==> config.mk <==
export PLATFORM = sky130hd
export DESIGN_NAME = if_stage
export DESIGN_NICKNAME = d
export VERILOG_FILES = /design/src/rtl/if_stage.sv
export SDC_FILE = /design/constraint.sdc
export NUM_CORES = 1
export LEC_CHECK = 0
export BUFFER_PORTS_ARGS = -buffer_cell sky130_fd_sc_hd__clkbuf_2
export CAP_MARGIN = 20
export CORE_ASPECT_RATIO = 1.75
export CORE_UTILIZATION = 36
export DETAILED_ROUTE_END_ITERATION = 16
export GPL_TIMING_DRIVEN = 0
export RECOVER_POWER = 25
export SLEW_MARGIN = 15
export SYNTH_ARGS = -nofsm -noshare
export SYNTH_HDL_FRONTEND = slang
export SYNTH_SLANG_ARGS = --single-unit
export TNS_END_PERCENT = 50
==> constraint.sdc <==
create_clock -name clk -period 3.3 [get_ports clk]
set_clock_uncertainty 0.1 [all_clocks]
set_input_delay 0.66 -clock clk [delete_from_list [all_inputs] [get_ports clk]]
set_output_delay 0.66 -clock clk [all_outputs]
set_load 0.02 [all_outputs]
==> src/rtl/if_stage.sv <==
// Instruction-fetch stage: issues word fetches to instruction memory and holds
// one fetched instruction in a buffer until IF/ID accepts it.
module if_stage #(
    parameter logic [31:0] RESET_PC = 32'h0000_0000
) (
    input  logic        clk,
    input  logic        rst,
    input  logic        stall,
    input  logic        redirect,
    input  logic [31:0] redirect_pc,
    output logic        imem_req,
    output logic [31:0] imem_addr,
    input  logic        imem_ready,
    input  logic [31:0] imem_rdata,
    output logic [31:0] PC_out,
    output logic [31:0] IR_out,
    output logic        valid_out,
    output logic        ifid_write,
    output logic        ifid_flush
);

    typedef enum logic [1:0] {
        IDLE    = 2'd0,
        BUSY    = 2'd1,
        DISCARD = 2'd2
    } state_t;

    state_t      state;
    logic [31:0] pc;
    logic [31:0] req_addr;

    logic        can_issue;
    logic        completion;
    logic        take;
    logic [31:0] next_addr;
    logic [31:0] redirect_target;

    // A new fetch may start only if its result is guaranteed a buffer slot.
    assign ifid_write      = valid_out && !stall && !redirect && !rst;
    assign ifid_flush      = redirect && !rst;
    assign can_issue       = (!valid_out || ifid_write) && !redirect && !rst;
    assign redirect_target = redirect_pc & ~32'h0000_0003;

    always_comb begin
        imem_req   = 1'b0;
        imem_addr  = pc;
        completion = 1'b0;
        case (state)
            IDLE: begin
                imem_req   = can_issue;
                imem_addr  = pc;
                completion = can_issue && imem_ready;
            end
            BUSY: begin
                imem_req   = !rst;
                imem_addr  = req_addr;
                completion = imem_ready;
            end
            DISCARD: begin
                imem_req   = !rst;
                imem_addr  = req_addr;
                completion = 1'b0;
            end
            default: begin
                imem_req   = 1'b0;
                imem_addr  = pc;
                completion = 1'b0;
            end
        endcase
    end

    // The address in flight is always imem_addr, so its successor is shared.
    assign take      = completion && !redirect;
    assign next_addr = imem_addr + 32'd4;

    always_ff @(posedge clk) begin
        if (rst) begin
            state     <= IDLE;
            pc        <= RESET_PC & ~32'h0000_0003;
            req_addr  <= 32'h0000_0000;
            valid_out <= 1'b0;
            PC_out    <= 32'h0000_0000;
            IR_out    <= 32'h0000_0000;
        end else begin
            case (state)
                IDLE: begin
                    if (can_issue) begin
                        req_addr <= pc;
                        if (!imem_ready)
                            state <= BUSY;
                    end
                end
                BUSY: begin
                    if (imem_ready)
                        state <= IDLE;
                    else if (redirect)
                        state <= DISCARD;
                end
                DISCARD: begin
                    if (imem_ready)
                        state <= IDLE;
                end
                default: state <= IDLE;
            endcase

            // Redirect outranks both a same-cycle completion and a stall.
            if (redirect) begin
                pc        <= redirect_target;
                valid_out <= 1'b0;
            end else if (take) begin
                IR_out    <= imem_rdata;
                PC_out    <= next_addr;
                pc        <= next_addr;
                valid_out <= 1'b1;
            end else if (ifid_write) begin
                valid_out <= 1'b0;
            end
        end
    end

endmodule

After elaboration in Yosys (flattened, before gate mapping)
Cells that the tools add are included.
{"block": "word_totals", "word_cells": 49, "reg_bits": 131, "inputBits": 69, "output_inout_bits": 100}
{"block": "op_classes", "n_eq_ne": 6, "bitwise": 1, "muxes": 13, "n_addsub": 1, "reduce_logical": 21}
{"cell": "$mux 32", "count": 3}
{"cell": "$add 32x3->32 const B", "count": 1}
{"cell": "$mux 2", "count": 5}
{"cell": "$logic_and 1x1->1", "count": 8}
{"cell": "$ne 2x2->1 const B", "count": 3}
{"cell": "$pmux 2 s3", "count": 1}
{"cell": "$logic_not 1->1", "count": 4}
{"cell": "$pmux 1 s2", "count": 2}
{"cell": "$reduce_and 2->1", "count": 2}
{"cell": "$reduce_and 4->1", "count": 1}
{"cell": "$reduce_bool 2->1", "count": 2}
{"cell": "$reduce_or 2->1", "count": 2}
{"cell": "$ne 3x3->1 const B", "count": 1}
{"cell": "$eq 2x1->1 const B", "count": 1}
{"cell": "$eq 2x2->1 const B", "count": 1}
{"cell": "$logic_not 2->1", "count": 1}
{"cell": "$mux 1", "count": 2}
{"cell": "$logic_or 1x1->1", "count": 1}
{"cell": "$not 1->1", "count": 1}

Depth between registers and ports, before layout
Gate-level depths: netlist (run 1).
{"block": "depth", "word_depth": 12, "mapped_depth": 13, "mapped_depth_nobuf": 8}

Worst setup path after synthesis (run 1)
Ideal clock, no wire load.
{"block": "synth_path", "path_kind": "reg2reg", "from": "reg state[0]", "to": "reg pc[28]", "path_stages_with_launch": 14, "required_time_ns": 3.066, "setup_slack_ns": -0.179, "path_buffers": 5, "setup_time_ns": 0.134, "arrival_time_ns": 3.245, "synth_period_minus_slack_ns": 3.479, "cell_sequence": "dfxtp_1 > inv_1 > ha_1 > buf_6 > buf_4 > clkbuf_1 > buf_2 > mux2_2 > ha_1 > o221a_2 > buf_2 > nand4_2 > nor3b_1 > or4_1"}
{"block": "synth_between", "elab_chain_cells": 6, "word_cells_on_any_way": 11}
{"item": "start: declaration", "line_no": "28", "text": "state_t state;"}
{"item": "start signal: assignment", "line_no": "78", "text": "state <= IDLE;"}
{"item": "start signal: assignment", "line_no": "90", "text": "state <= BUSY;"}
{"item": "start signal: assignment", "line_no": "95", "text": "state <= IDLE;"}
{"item": "$eq 2x2->1 / $eq 2x1->1 (equally long branches)", "line_no": "48", "text": "case (state)"}
{"item": "$reduce_or 2->1 (no line) (*)"}
{"item": "$mux 32 (*)", "line_no": "48"}
{"item": "net imem_addr[3]", "line_no": "12", "text": "output logic [31:0] imem_addr,"}
{"item": "$add 32x3->32 (*)", "line_no": "74", "text": "assign next_addr = imem_addr + 32'd4;"}
{"item": "$mux 32 (*)", "line_no": "110", "text": "end else if (take) begin"}
{"item": "$mux 32 (*)", "line_no": "107", "text": "if (redirect) begin"}
{"item": "end signal: assignment", "line_no": "79", "text": "pc <= RESET_PC & ~32'h0000_0003;"}
{"item": "end signal: assignment", "line_no": "108", "text": "pc <= redirect_target;"}
{"item": "end signal: assignment", "line_no": "113", "text": "pc <= next_addr;"}
{"item": "end: declaration", "line_no": "29", "text": "logic [31:0] pc;"}
Mark *: on every way through the listed nets, which the timed path passes. The rest lies on a longest branch. The select of a mux whose other input is x is not followed.
A chain may end at the register's enable or synchronous reset.

Final worst setup path (run 1)
{"block": "layout_path", "from": "reg state[1]", "to": "reg pc[28]"}
{"block": "layout_between", "elab_chain_cells": 6, "word_cells_on_any_way": 11}
{"item": "$eq 2x2->1 / $eq 2x1->1 (equally long branches)", "line_no": "48"}
{"item": "$reduce_or 2->1 (no line)"}
{"item": "$mux 32", "line_no": "48"}
{"item": "$add 32x3->32", "line_no": "74"}
{"item": "$mux 32", "line_no": "110"}
{"item": "$mux 32", "line_no": "107"}
Parallel ways exist; a longest one is shown, timed or not. The select of a mux whose other input is x is not followed.

==> reports/results.env, run 1 <==
DETAILROUTE.VIA_COUNT=6052
IR_DROP_mV=0.344
GRTUSAGETOTAL=0.238
FIRST_ITER_VIOLATIONS=264
LAYOUT_WORST_PATH_CYCLE_SHARE=0.962
YOSYS_WARNINGS=0
NNETSFINAL=978
REQUIRED_WORST_ENDPOINT_NS=3.49
CP_SLOWEST_CELL='or4_1'
ANTENNA_FOUND_INITIAL=0
DIE_W_UM=99.9
ANTENNA_VIOLATING_NETS_POST_ROUTE=0
LAYOUT_COMMONEST_CELL='nand2_1'
FINALMAXSLEWVIOLATIONS=0
POSTSYNTHNETCOUNT=794
FIN_HOLD_WS_NS=0.349
ANTENNADIODECOUNT=0
LARGEST_FAMILY_OF_LOGIC_CELLS_BY_SYNTHESIZED_AREA='simple AND/OR/NAND/NOR gates'
YOSYS.CELL_TYPES.COUNT=66
CRITICAL_PATH.STARTPOINT_TYPE='flop'
TIMING.CRITICAL_PATH.TO_TYPE='flop'
CTS-BUFFERS-INSERTED=17
SYN-INSTANCE-COUNT=720
PATH_BUF_INV=5
GLOBALPLACE.CONGESTION=0.863
ARRIVAL_NS=3.36
IO_BUFFER_COUNT=164
CTS-ROOT-TO-SINK-BUFFERS=2
CPLARGESTDELAYFAMILY='simple AND/OR/NAND/NOR gates'
MOST_FREQUENT_CELLS_IN_THE_LAYOUT='nand2_1, dfxtp_1, clkbuf_2'
POST_LAYOUT_INST_AREA_SQ_MM=0.00775
CLKLATENCYLATEPIN_NS=0.42
PLACE_HPWL_UM=15200
TIMING.FMAX_MHz=315
ADDER_CELL_SHARE_OF_THE_SYNTHESIZED_AREA=0.0104
SYNTH-EDFF-COUNT=0
SERIES_OF_CELL_INSTANCES_ALONG_THE_CRITICAL_PATH='inv_1 -> ha_4 -> buf_12 -> clkbuf_16 -> buf_12 -> mux2_4 -> ha_2 -> o221a_2 -> buf_6 -> nand4_4 -> nor3b_1 -> or4_1'
SYNTH_ASYNC_SR_FLOP_SHARE=0
TOP_LEVEL_PORTS=169
CTS.SINK_COUNT=131
TIMING.CRITICAL_PATH.FANOUT_MAX=13
GRT_FIRST_PASS_WIRELENGTH_UM=31500
SYNTHDOMINANTAREACELLTYPE='dfxtp_1'
HOLD_CLASS='reg -> reg'
HOLD_BUFFERS_POST_CTS=0
TIGHTEST_SLEW_NS=1.00
DRIVE_ABOVE_1_SHARE=0.221
SYNTHXORXNORAREAFRAC=0.0203
DETAIL_ROUTE.WIRELENGTH_UM=20300
CLOCK_TREE_ROOT_DRIVER_CELL='clkbuf_16'
VIASPERCELL=5.31
PIN_COUNT_OF_THE_BIGGEST_NET_ENTERING_GLOBAL_ROUTING=17
PLACED_CELLS_INCL_TAPS=1108
STD_CELL_CORE_AREA_SQ_MM=0.0164
PLACED_INST_AREA_SQ_MM=0.00715
CRITPATHMAXSTAGEDELAY_NS=0.49
POWER_DENSITY_mW_PER_MM2=534
TOTAL_LEAKAGE_POWER_nW=3.07
TIMING.SLEW.HEADROOM=0.330
DRT-WIRELENGTH-PER-CELL_UM=17.8
DIE_HEIGHT_UM=173
SYNTH_SIMPLE_GATE_AREA_SHARE=0.219
FIRST_GLOBAL_VIAS=6044
FLOORPLAN.DIE_AREA_SQ_MM=0.0173
TRITONCTS_CLOCK_TREE='yes'
POSTSYNTHAREAPERCELL_SQ_UM=8.39
DETAILED_ROUTING_ITERATION_COUNT_FOR_THE_PRE_ANTENNA_REPAIR_PASS=5
FLOORPLAN.INITIALDENSITY=0.367
REMAINING_GLOBAL_ROUTE_OVERFLOW=0
DRC=0
MAX_CAP_VIOL_COUNT=0
YOSYSSEQAREASHARE=0.434
SYNTH_SEQ_CELLS=131
FINAL_HOLD_VIOL_COUNT=0
SYNTH_COMPOUND_AREA_FRAC=0.208
CLK_TRANSITION_REPORTED_PATHS_NS=0.06
YS_DOMINANT_REG_CELL='dfxtp_1'
POST-SYNTH-TOP-AREA-FRACTION=0.434
SYN_TO_FINAL_GROWTH_PCT=28.3
CTSHTREEMAXLEVEL=4
RSZ0062_AT_GRT='true'
FINAL_STANDARD_CELL_COUNT_WITH_TAPS_INCLUDED_AND_FILLERS_EXCLUDED=1140
CRITICAL-PATH-TOP-CELL-BY-COUNT='buf_12'
SETUP-VIOLATIONS-FINAL=0
YOSYS-MUX-AREA-FRACTION=0.0613
OUTCOME='finished clean'
PLACEMENT_ROWS=62
CRIT_TYPE='reg -> reg'
YS_TOP_CELLS_BY_AREA='dfxtp_1, nand2_1, a21oi_1, mux2_2, a22oi_1'
POST_SYNTH_INSTANCE_AREA_SQ_MM=0.00604
FINAL_PERIOD_MINUS_WORST_SETUP_SLACK_NS=3.17
==> kinds of logic (layout without fill, tap and decap cells) <==
family | Yosys count | in the layout
buffers and inverters | 66 | 262
XOR/XNOR | 14 | 14
flip-flops | 131 | 131
AO/OA/AOI/OAI | 194 | 194
adder cells (fa/ha/maj) | 5 | 5
multiplexers | 34 | 34
AND/OR/NAND/NOR | 276 | 276
==> sequential cells by signal, summed over array words and instances, names as in the netlist <==
register and count:
IR_out 32, PC_out 32, pc 32, req_addr 32, state 2, valid_out 1
==> area by class of cell <==
cell class                      instances  area, sq um
Tap cell                              224          280
Clock inverter                         13          139
Fill cell                            1736         8690
Inverter                               14         52.6
Multi-Input combinational cell        523         3180
Clock buffer                           18          429
Sequential cell                       131         2620
Buffer                                 51          288
Timing Repair Buffer                  166          764
==> cell usage after synthesis (3+ instances only) <==
| cell | n |
|---|---|
| inv_1 | 13 |
| xnor2_1 | 10 |
| dfxtp_1 | 131 |
| nand4_1 | 14 |
| a21oi_1 | 92 |
| o22ai_1 | 5 |
| o211ai_1 | 9 |
| and3_1 | 3 |
| nor2_1 | 16 |
| ha_1 | 5 |
| clkbuf_1 | 37 |
| o2bb2ai_1 | 7 |
| or3_1 | 3 |
| nand2_1 | 171 |
| mux2i_1 | 10 |
| buf_2 | 7 |
| o21ai_0 | 15 |
| buf_1 | 3 |
| or4_1 | 4 |
| a22o_1 | 7 |
| nand4_2 | 3 |
| nor3_1 | 9 |
| nand3_1 | 24 |
| buf_4 | 3 |
| a22oi_1 | 31 |
| xor2_1 | 4 |
| mux2_2 | 24 |
| nand3b_1 | 5 |
==> timing repair <==
| action | in CTS | in global routing |
|---|---|---|
| gates resized for setup | 19 | 6 |
| setup buffers | 2 | 0 |
| endpoints found under the hold margin | 0 | 0 |
| setup endpoints to repair | 52 | 18 |
==> final timing paths <==
kind              startpoint          to  slack [ns]  cells past startpoint
hold / removal    PC_out[21]  PC_out[21]        0.35                      2
hold reg to reg   PC_out[21]  PC_out[21]        0.35                      2
setup / recovery    state[1]      pc[28]        0.13                     12
setup reg to reg    state[1]      pc[28]        0.13                     12
==> layer usage <==
metal  vias up  wire length [um]  GRT usage  share of wire
met4         0              1030      0.140          0.051
met5         -                 0          0              0
met2       212             10500      0.432           0.52
li1       2930                 -          -              -
met1      2850              7640      0.245           0.38
met3        60              1040     0.0524          0.051
==> per-stage QoR <==
stage           util  power (mW)  setup TNS (ns)  setup WS [ns]
4_1_cts        0.475        4.19               0        0.00497
2_1_floorplan      -        2.10               0        0.00628
5_1_grt        0.471        4.29       -0.000408      -0.000408
3_5_place_dp   0.435        2.33          -10.86         -0.877
3_3_place_gp   0.435        2.33          -10.22         -0.851
6_report       0.471        4.14               0          0.125
==> where the power goes <==
group | leakage (nW) | internal [mW] | total (mW) | switching [mW]
clock | 0.264 | 1.10 | 1.83 | 0.722
combinational | 1.74 | 0.218 | 0.604 | 0.385
sequential | 1.07 | 1.65 | 1.71 | 0.0599
total | 3.07 | 2.97 | 4.14 | 1.17
==> worst register-to-register path, stage by stage, from the launching register on <==
cell and delay [ns]:
dfxtp_1 0.35, inv_1 0.11, ha_4 0.39, buf_12 0.18, clkbuf_16 0.18, buf_12 0.15
mux2_4 0.17, ha_2 0.20, o221a_2 0.19, buf_6 0.16, nand4_4 0.17, nor3b_1 0.22
or4_1 0.49
No activity file was read; power rests on OpenSTA's default activity.
==> run 2: changes to the inputs <==
--- a/config.mk
+++ b/config.mk
@@ -11,7 +11,6 @@
 export CORE_UTILIZATION = 36
 export DETAILED_ROUTE_END_ITERATION = 16
 export GPL_TIMING_DRIVEN = 0
-export RECOVER_POWER = 25
 export SLEW_MARGIN = 15
 export SYNTH_ARGS = -nofsm -noshare
 export SYNTH_HDL_FRONTEND = slang
==> reports/results.env, run 2 (same netlist as run 1, synthesis figures left out) <==
LAYOUT_WORST_PATH_CYCLE_SHARE=0.960
FINALMAXSLEWVIOLATIONS=0
ANTENNA_FOUND_INITIAL=0
CTSHTREEMAXLEVEL=4
FINAL_PERIOD_MINUS_WORST_SETUP_SLACK_NS=3.17
SYN_TO_FINAL_GROWTH_PCT=29.5
REMAINING_GLOBAL_ROUTE_OVERFLOW=0
CRIT_TYPE='reg -> reg'
ANTENNA_VIOLATING_NETS_POST_ROUTE=0
FINAL_STANDARD_CELL_COUNT_WITH_TAPS_INCLUDED_AND_FILLERS_EXCLUDED=1140
SETUP-TNS-FINAL_NS=0
TOP_LEVEL_PORTS=169
POWER_DENSITY_mW_PER_MM2=530
CTS-ROOT-TO-SINK-BUFFERS=2
TIMING.FMAX_MHz=316
TOTAL_LEAKAGE_POWER_nW=3.26
TIMING.CRITICAL_PATH.FANOUT_MAX=13
NNETSFINAL=978
FIN_HOLD_WS_NS=0.350
MULTI_INPUT_GATE_AREA_IN_THE_FINAL_LAYOUT_SQ_MM=0.00318
GLOBALPLACE.CONGESTION=0.863
PLACEMENT.SETUP.WORST_SLACK_NS=-0.877
ARRIVAL_NS=3.35
GRT_FIRST_PASS_WIRELENGTH_UM=31500
VIASPERCELL=5.32
REQUIRED_WORST_ENDPOINT_NS=3.49
PLACE_HPWL_UM=15200
FINAL_HOLD_VIOL_COUNT=0
FINISH.UTILIZATION=0.476
FIRST_GLOBAL_VIAS=6044
DRIVE_ABOVE_1_SHARE=0.283
OUTCOME='finished clean'
SETUP-VIOLATIONS-FINAL=0
FIN_WS_NS=0.133
CLK_TRANSITION_REPORTED_PATHS_NS=0.06
DRT-WIRELENGTH-PER-CELL_UM=17.8
RSZ0062_AT_GRT='true'
LAYOUT_COMMONEST_CELL='nand2_1'
TIMING.CRITICAL_PATH.TO_TYPE='flop'
TRITONCTS_CLOCK_TREE='yes'
DRC=0
CRITICAL_PATH.STARTPOINT_TYPE='flop'
GRTUSAGETOTAL=0.238
FLOORPLAN.DIE_AREA_SQ_MM=0.0173
DIE_HEIGHT_UM=173
CLOCK_TREE_ROOT_DRIVER_CELL='clkbuf_16'
MAX_CAP_VIOL_COUNT=0
FIRST_ITER_VIOLATIONS=263
HOLD_CLASS='reg -> reg'
NUM-FILL-CELLS=1709
DETAILED_ROUTING_ITERATION_COUNT_FOR_THE_PRE_ANTENNA_REPAIR_PASS=5
PIN_COUNT_OF_THE_BIGGEST_NET_ENTERING_GLOBAL_ROUTING=17
DETAIL_ROUTE.WIRELENGTH_UM=20300
ANTENNADIODECOUNT=0
TIMING.SLEW.HEADROOM=0.336
PLACED_CELLS_INCL_TAPS=1108
DIE_W_UM=99.9
DETAILROUTE.VIA_COUNT=6062
PLACEMENT_ROWS=62
IO_BUFFER_COUNT=164
CTS.SINK_COUNT=131
MOST_FREQUENT_CELLS_IN_THE_LAYOUT='nand2_1, clkbuf_2, dfxtp_1'
AREA.SEQUENTIAL_SQ_MM=0.00262
CLKLATENCYLATEPIN_NS=0.42
IR_DROP_mV=0.348
TIGHTEST_SLEW_NS=0.996
FLOORPLAN.INITIALDENSITY=0.367
STD_CELL_CORE_AREA_SQ_MM=0.0164
CTS-BUFFERS-INSERTED=17
[run 2: changes by cell type in the layout (fill, tap and decap cells not counted)]
cell | previous run | this run
clkbuf_2 | 108 | 165
clkbuf_1 | 93 | 36
[run 2: timing repair]
item                                    in CTS  in global routing
setup buffers                                2                  0
endpoints found under the setup margin      52                 18
gates resized for setup                     19                  6
hold buffers                                 0                  0
[run 2: path summary, 6_finish.rpt]
path	from	end	slack, ns	depth (start not counted)
worst min-delay path	PC_out[21]	PC_out[21]	0.35	2
worst max-delay path	state[1]	pc[28]	0.13	12
worst max register to register	state[1]	pc[28]	0.13	12
worst min register to register	PC_out[21]	PC_out[21]	0.35	2
[run 2: critical path, stage by stage (launching register included)]
cell and delay, ns:
dfxtp_1 0.35, inv_1 0.10, ha_4 0.39, buf_12 0.17, clkbuf_16 0.18, buf_12 0.15, mux2_4 0.17, ha_2 0.20
o221a_2 0.19, buf_6 0.16, nand4_4 0.17, nor3b_1 0.21, or4_1 0.49
[run 2: per-layer routing]
metal,global-route usage,routed length (um),vias up
li1,-,-,2929
met3,0.0524,1150,59
met4,0.140,1030,0
met1,0.245,7510,2836
met2,0.432,10600,238
met5,0,0,-
[run 2: layout make-up]
type,count,area share
plain buffers,51,0.0368
repair buffers,166,0.107
inverters,14,0.00672
well taps,224,0.0358
flip-flops and latches,131,0.335
clock buffers,18,0.0549
multi-input cells,523,0.406
clock inverters,13,0.0178
[run 2: per-stage QoR]
step | power [mW] | cell area, sq um
floorplan | 2.10 | 6050
global placement | 2.33 | 7150
detailed placement | 2.33 | 7150
CTS | 4.19 | 7820
global route | 4.30 | 7820
finish | 4.15 | 7820
[run 2: power breakdown]
group,switching [mW],internal (mW)
clock,0.726,1.10
sequential,0.0602,1.65
combinational,0.386,0.225
==> run 3: changes to the inputs <==
--- a/config.mk
+++ b/config.mk
@@ -11,6 +11,7 @@
 export CORE_UTILIZATION = 36
 export DETAILED_ROUTE_END_ITERATION = 16
 export GPL_TIMING_DRIVEN = 0
+export PLACE_DENSITY = 0.71
 export SLEW_MARGIN = 15
 export SYNTH_ARGS = -nofsm -noshare
 export SYNTH_HDL_FRONTEND = slang
==> constraint.sdc (replaced) <==
create_clock -name clk -period 3.86 [get_ports clk]
set_clock_uncertainty 0.1 [all_clocks]
set_input_delay 0.772 -clock clk [delete_from_list [all_inputs] [get_ports clk]]
set_output_delay 0.772 -clock clk [all_outputs]
set_load 0.02 [all_outputs]
==> reports/results.env, run 3 (same netlist as run 1, synthesis figures left out) <==
MAX_CAP_VIOL_COUNT=0
SERIES_OF_CELL_INSTANCES_ALONG_THE_CRITICAL_PATH='inv_1 -> ha_2 -> buf_6 -> buf_4 -> buf_2 -> buf_4 -> mux2_2 -> clkbuf_2'
NNETSFINAL=976
GLOBALPLACE.CONGESTION=0.902
CRITICAL_PATH.STARTPOINT_TYPE='flop'
PWR-SHARE-CLK=0.494
FINISH.UTILIZATION=0.478
CPLARGESTDELAYFAMILY='buffers and inverters'
TOTAL_LEAKAGE_POWER_nW=3.31
SETUP-VIOLATIONS-FINAL=0
LAYOUT_COMMONEST_CELL='nand2_1'
DRC=0
CP_SLOWEST_CELL='mux2_2'
TOP_LEVEL_PORTS=169
SWITCHING_SHARE=0.259
TIMING.CRITICAL_PATH.TO_TYPE='output pin'
FLOORPLAN.DIE_AREA_SQ_MM=0.0173
RSZ0062_AT_GRT='false'
PWR-SHARE-COMB=0.130
SETUP-TNS-FINAL_NS=0
CRITPATHMAXSTAGEDELAY_NS=0.41
CLK_TRANSITION_REPORTED_PATHS_NS=0.06
CRITICAL-PATH-TOP-CELL-BY-COUNT='buf_4'
HOLD_BUFFERS_POST_CTS=0
GRTUSAGETOTAL=0.234
FINAL_STANDARD_CELL_COUNT_WITH_TAPS_INCLUDED_AND_FILLERS_EXCLUDED=1139
FINALMAXSLEWVIOLATIONS=0
DRIVE_ABOVE_1_SHARE=0.279
FIRST_ITER_VIOLATIONS=412
ARRIVAL_NS=2.86
CTSHTREEMAXLEVEL=4
TIMING.FMAX_MHz=268
TIMING.CRITICAL_PATH.FANOUT_MAX=10
ANTENNA_FOUND_INITIAL=0
DETAILROUTE.VIA_COUNT=6150
SHARE_SEQ_OF_TOTAL_POWER=0.376
CTS-BUFFERS-INSERTED=17
FIN_HOLD_WS_NS=0.354
PIN_COUNT_OF_THE_BIGGEST_NET_ENTERING_GLOBAL_ROUTING=17
MOST_FREQUENT_CELLS_IN_THE_LAYOUT='nand2_1, clkbuf_2, dfxtp_1'
DIE_W_UM=99.9
NUM-FILL-CELLS=1654
TOTALPOWERFINAL_mW=3.88
GRT_FIRST_PASS_WIRELENGTH_UM=31100
CRIT_TYPE='reg -> out'
FINAL_HOLD_VIOL_COUNT=0
DETAIL_ROUTE.WIRELENGTH_UM=20200
VIASPERCELL=5.40
REMAINING_GLOBAL_ROUTE_OVERFLOW=0
POWER_DENSITY_mW_PER_MM2=494
OUTCOME='finished clean'
PLACE_HPWL_UM=15100
TIGHTEST_SLEW_NS=0.981
IR_DROP_mV=0.323
TIMING.SLEW.HEADROOM=0.346
DIE_HEIGHT_UM=173
TRITONCTS_CLOCK_TREE='yes'
SWITCHINGPOWER_mW=1.01
STD_CELL_CORE_AREA_SQ_MM=0.0164
PLACEMENT_ROWS=62
CELL_INTERNAL_POWER_mW=2.88
CTS_SETUP_BUFFERS=0
FINAL_PERIOD_MINUS_WORST_SETUP_SLACK_NS=3.73
FLOORPLAN.INITIALDENSITY=0.367
DETAILED_ROUTING_ITERATION_COUNT_FOR_THE_PRE_ANTENNA_REPAIR_PASS=5
DRT-WIRELENGTH-PER-CELL_UM=17.7
ANTENNA_VIOLATING_NETS_POST_ROUTE=0
CLKLATENCYLATEPIN_NS=0.43
REQUIRED_WORST_ENDPOINT_NS=2.99
IO_BUFFER_COUNT=164
CTS.SINK_COUNT=131
CLOCK_TREE_ROOT_DRIVER_CELL='clkbuf_16'
FIRST_GLOBAL_VIAS=5979
CTS-ROOT-TO-SINK-BUFFERS=2
PLACED_CELLS_INCL_TAPS=1108
SYN_TO_FINAL_GROWTH_PCT=30.2
LAYOUT_WORST_PATH_CYCLE_SHARE=0.967
PATH_BUF_INV=6
HOLD_CLASS='reg -> reg'
ANTENNADIODECOUNT=0
run 3: repair_timing:
action | 4_1_cts | 5_1_grt
gates resized for setup | 5 | 5
pin swaps | 0 | 0
setup endpoints to repair | 28 | 5
run 3: metal layers:
layer / vias to the layer above / wire [um] / GRT usage
li1: 2930 / - / -
met1: 2868 / 7380 / 0.233
met2: 277 / 10300 / 0.413
met3: 75 / 1260 / 0.0605
met4: 0 / 1180 / 0.170
met5: - / 0 / 0
run 3: cell type report:
| type | instances | area, sq um | area share |
|---|---|---|---|
| Multi-Input combinational cell | 523 | 3160 | 0.401 |
| Sequential cell | 131 | 2620 | 0.333 |
| Timing Repair Buffer | 164 | 821 | 0.104 |
| Clock buffer | 18 | 439 | 0.0558 |
| Tap cell | 224 | 280 | 0.0356 |
| Clock inverter | 14 | 258 | 0.0328 |
| Buffer | 51 | 238 | 0.0302 |
| Inverter | 14 | 52.6 | 0.00668 |
run 3: stage by stage:
stage	instance area, sq um	worst slack, ns
after floorplan	6040	0.381
after global placement	7140	-0.521
after CTS	7860	0.0135
after detailed placement	7150	-0.530
final	7870	0.127
after global routing	7870	0.0582
run 3: final timing paths:
kind                            depth (start not counted)  slack, ns        from            end
worst min register to register                          2       0.35  IR_out[29]     IR_out[29]
worst max register to register                         12       0.27    state[0]         pc[28]
worst min-delay path                                    2       0.35  IR_out[29]     IR_out[29]
worst max-delay path                                    8       0.13    state[0]  imem_addr[11]
run 3: worst reg2reg max path, cell delays in order, from the launching register on:
cell      delay, ns
dfxtp_1        0.38
inv_1          0.09
ha_2           0.39
buf_6          0.17
buf_4          0.22
buf_6          0.25
mux2_2         0.29
ha_1           0.24
o221a_2        0.19
clkbuf_4       0.23
nand4_4        0.20
nor3b_1        0.22
or4_1          0.49
run 3: power by group through the flow:
stage               clock, mW  combinational, mW  sequential (mW)
finish                   1.92              0.504             1.46
global route             1.99              0.542             1.47
CTS                      1.94              0.505             1.46
detailed placement          0              0.499             1.49
global placement            0              0.496             1.49
floorplan                   0              0.288             1.50
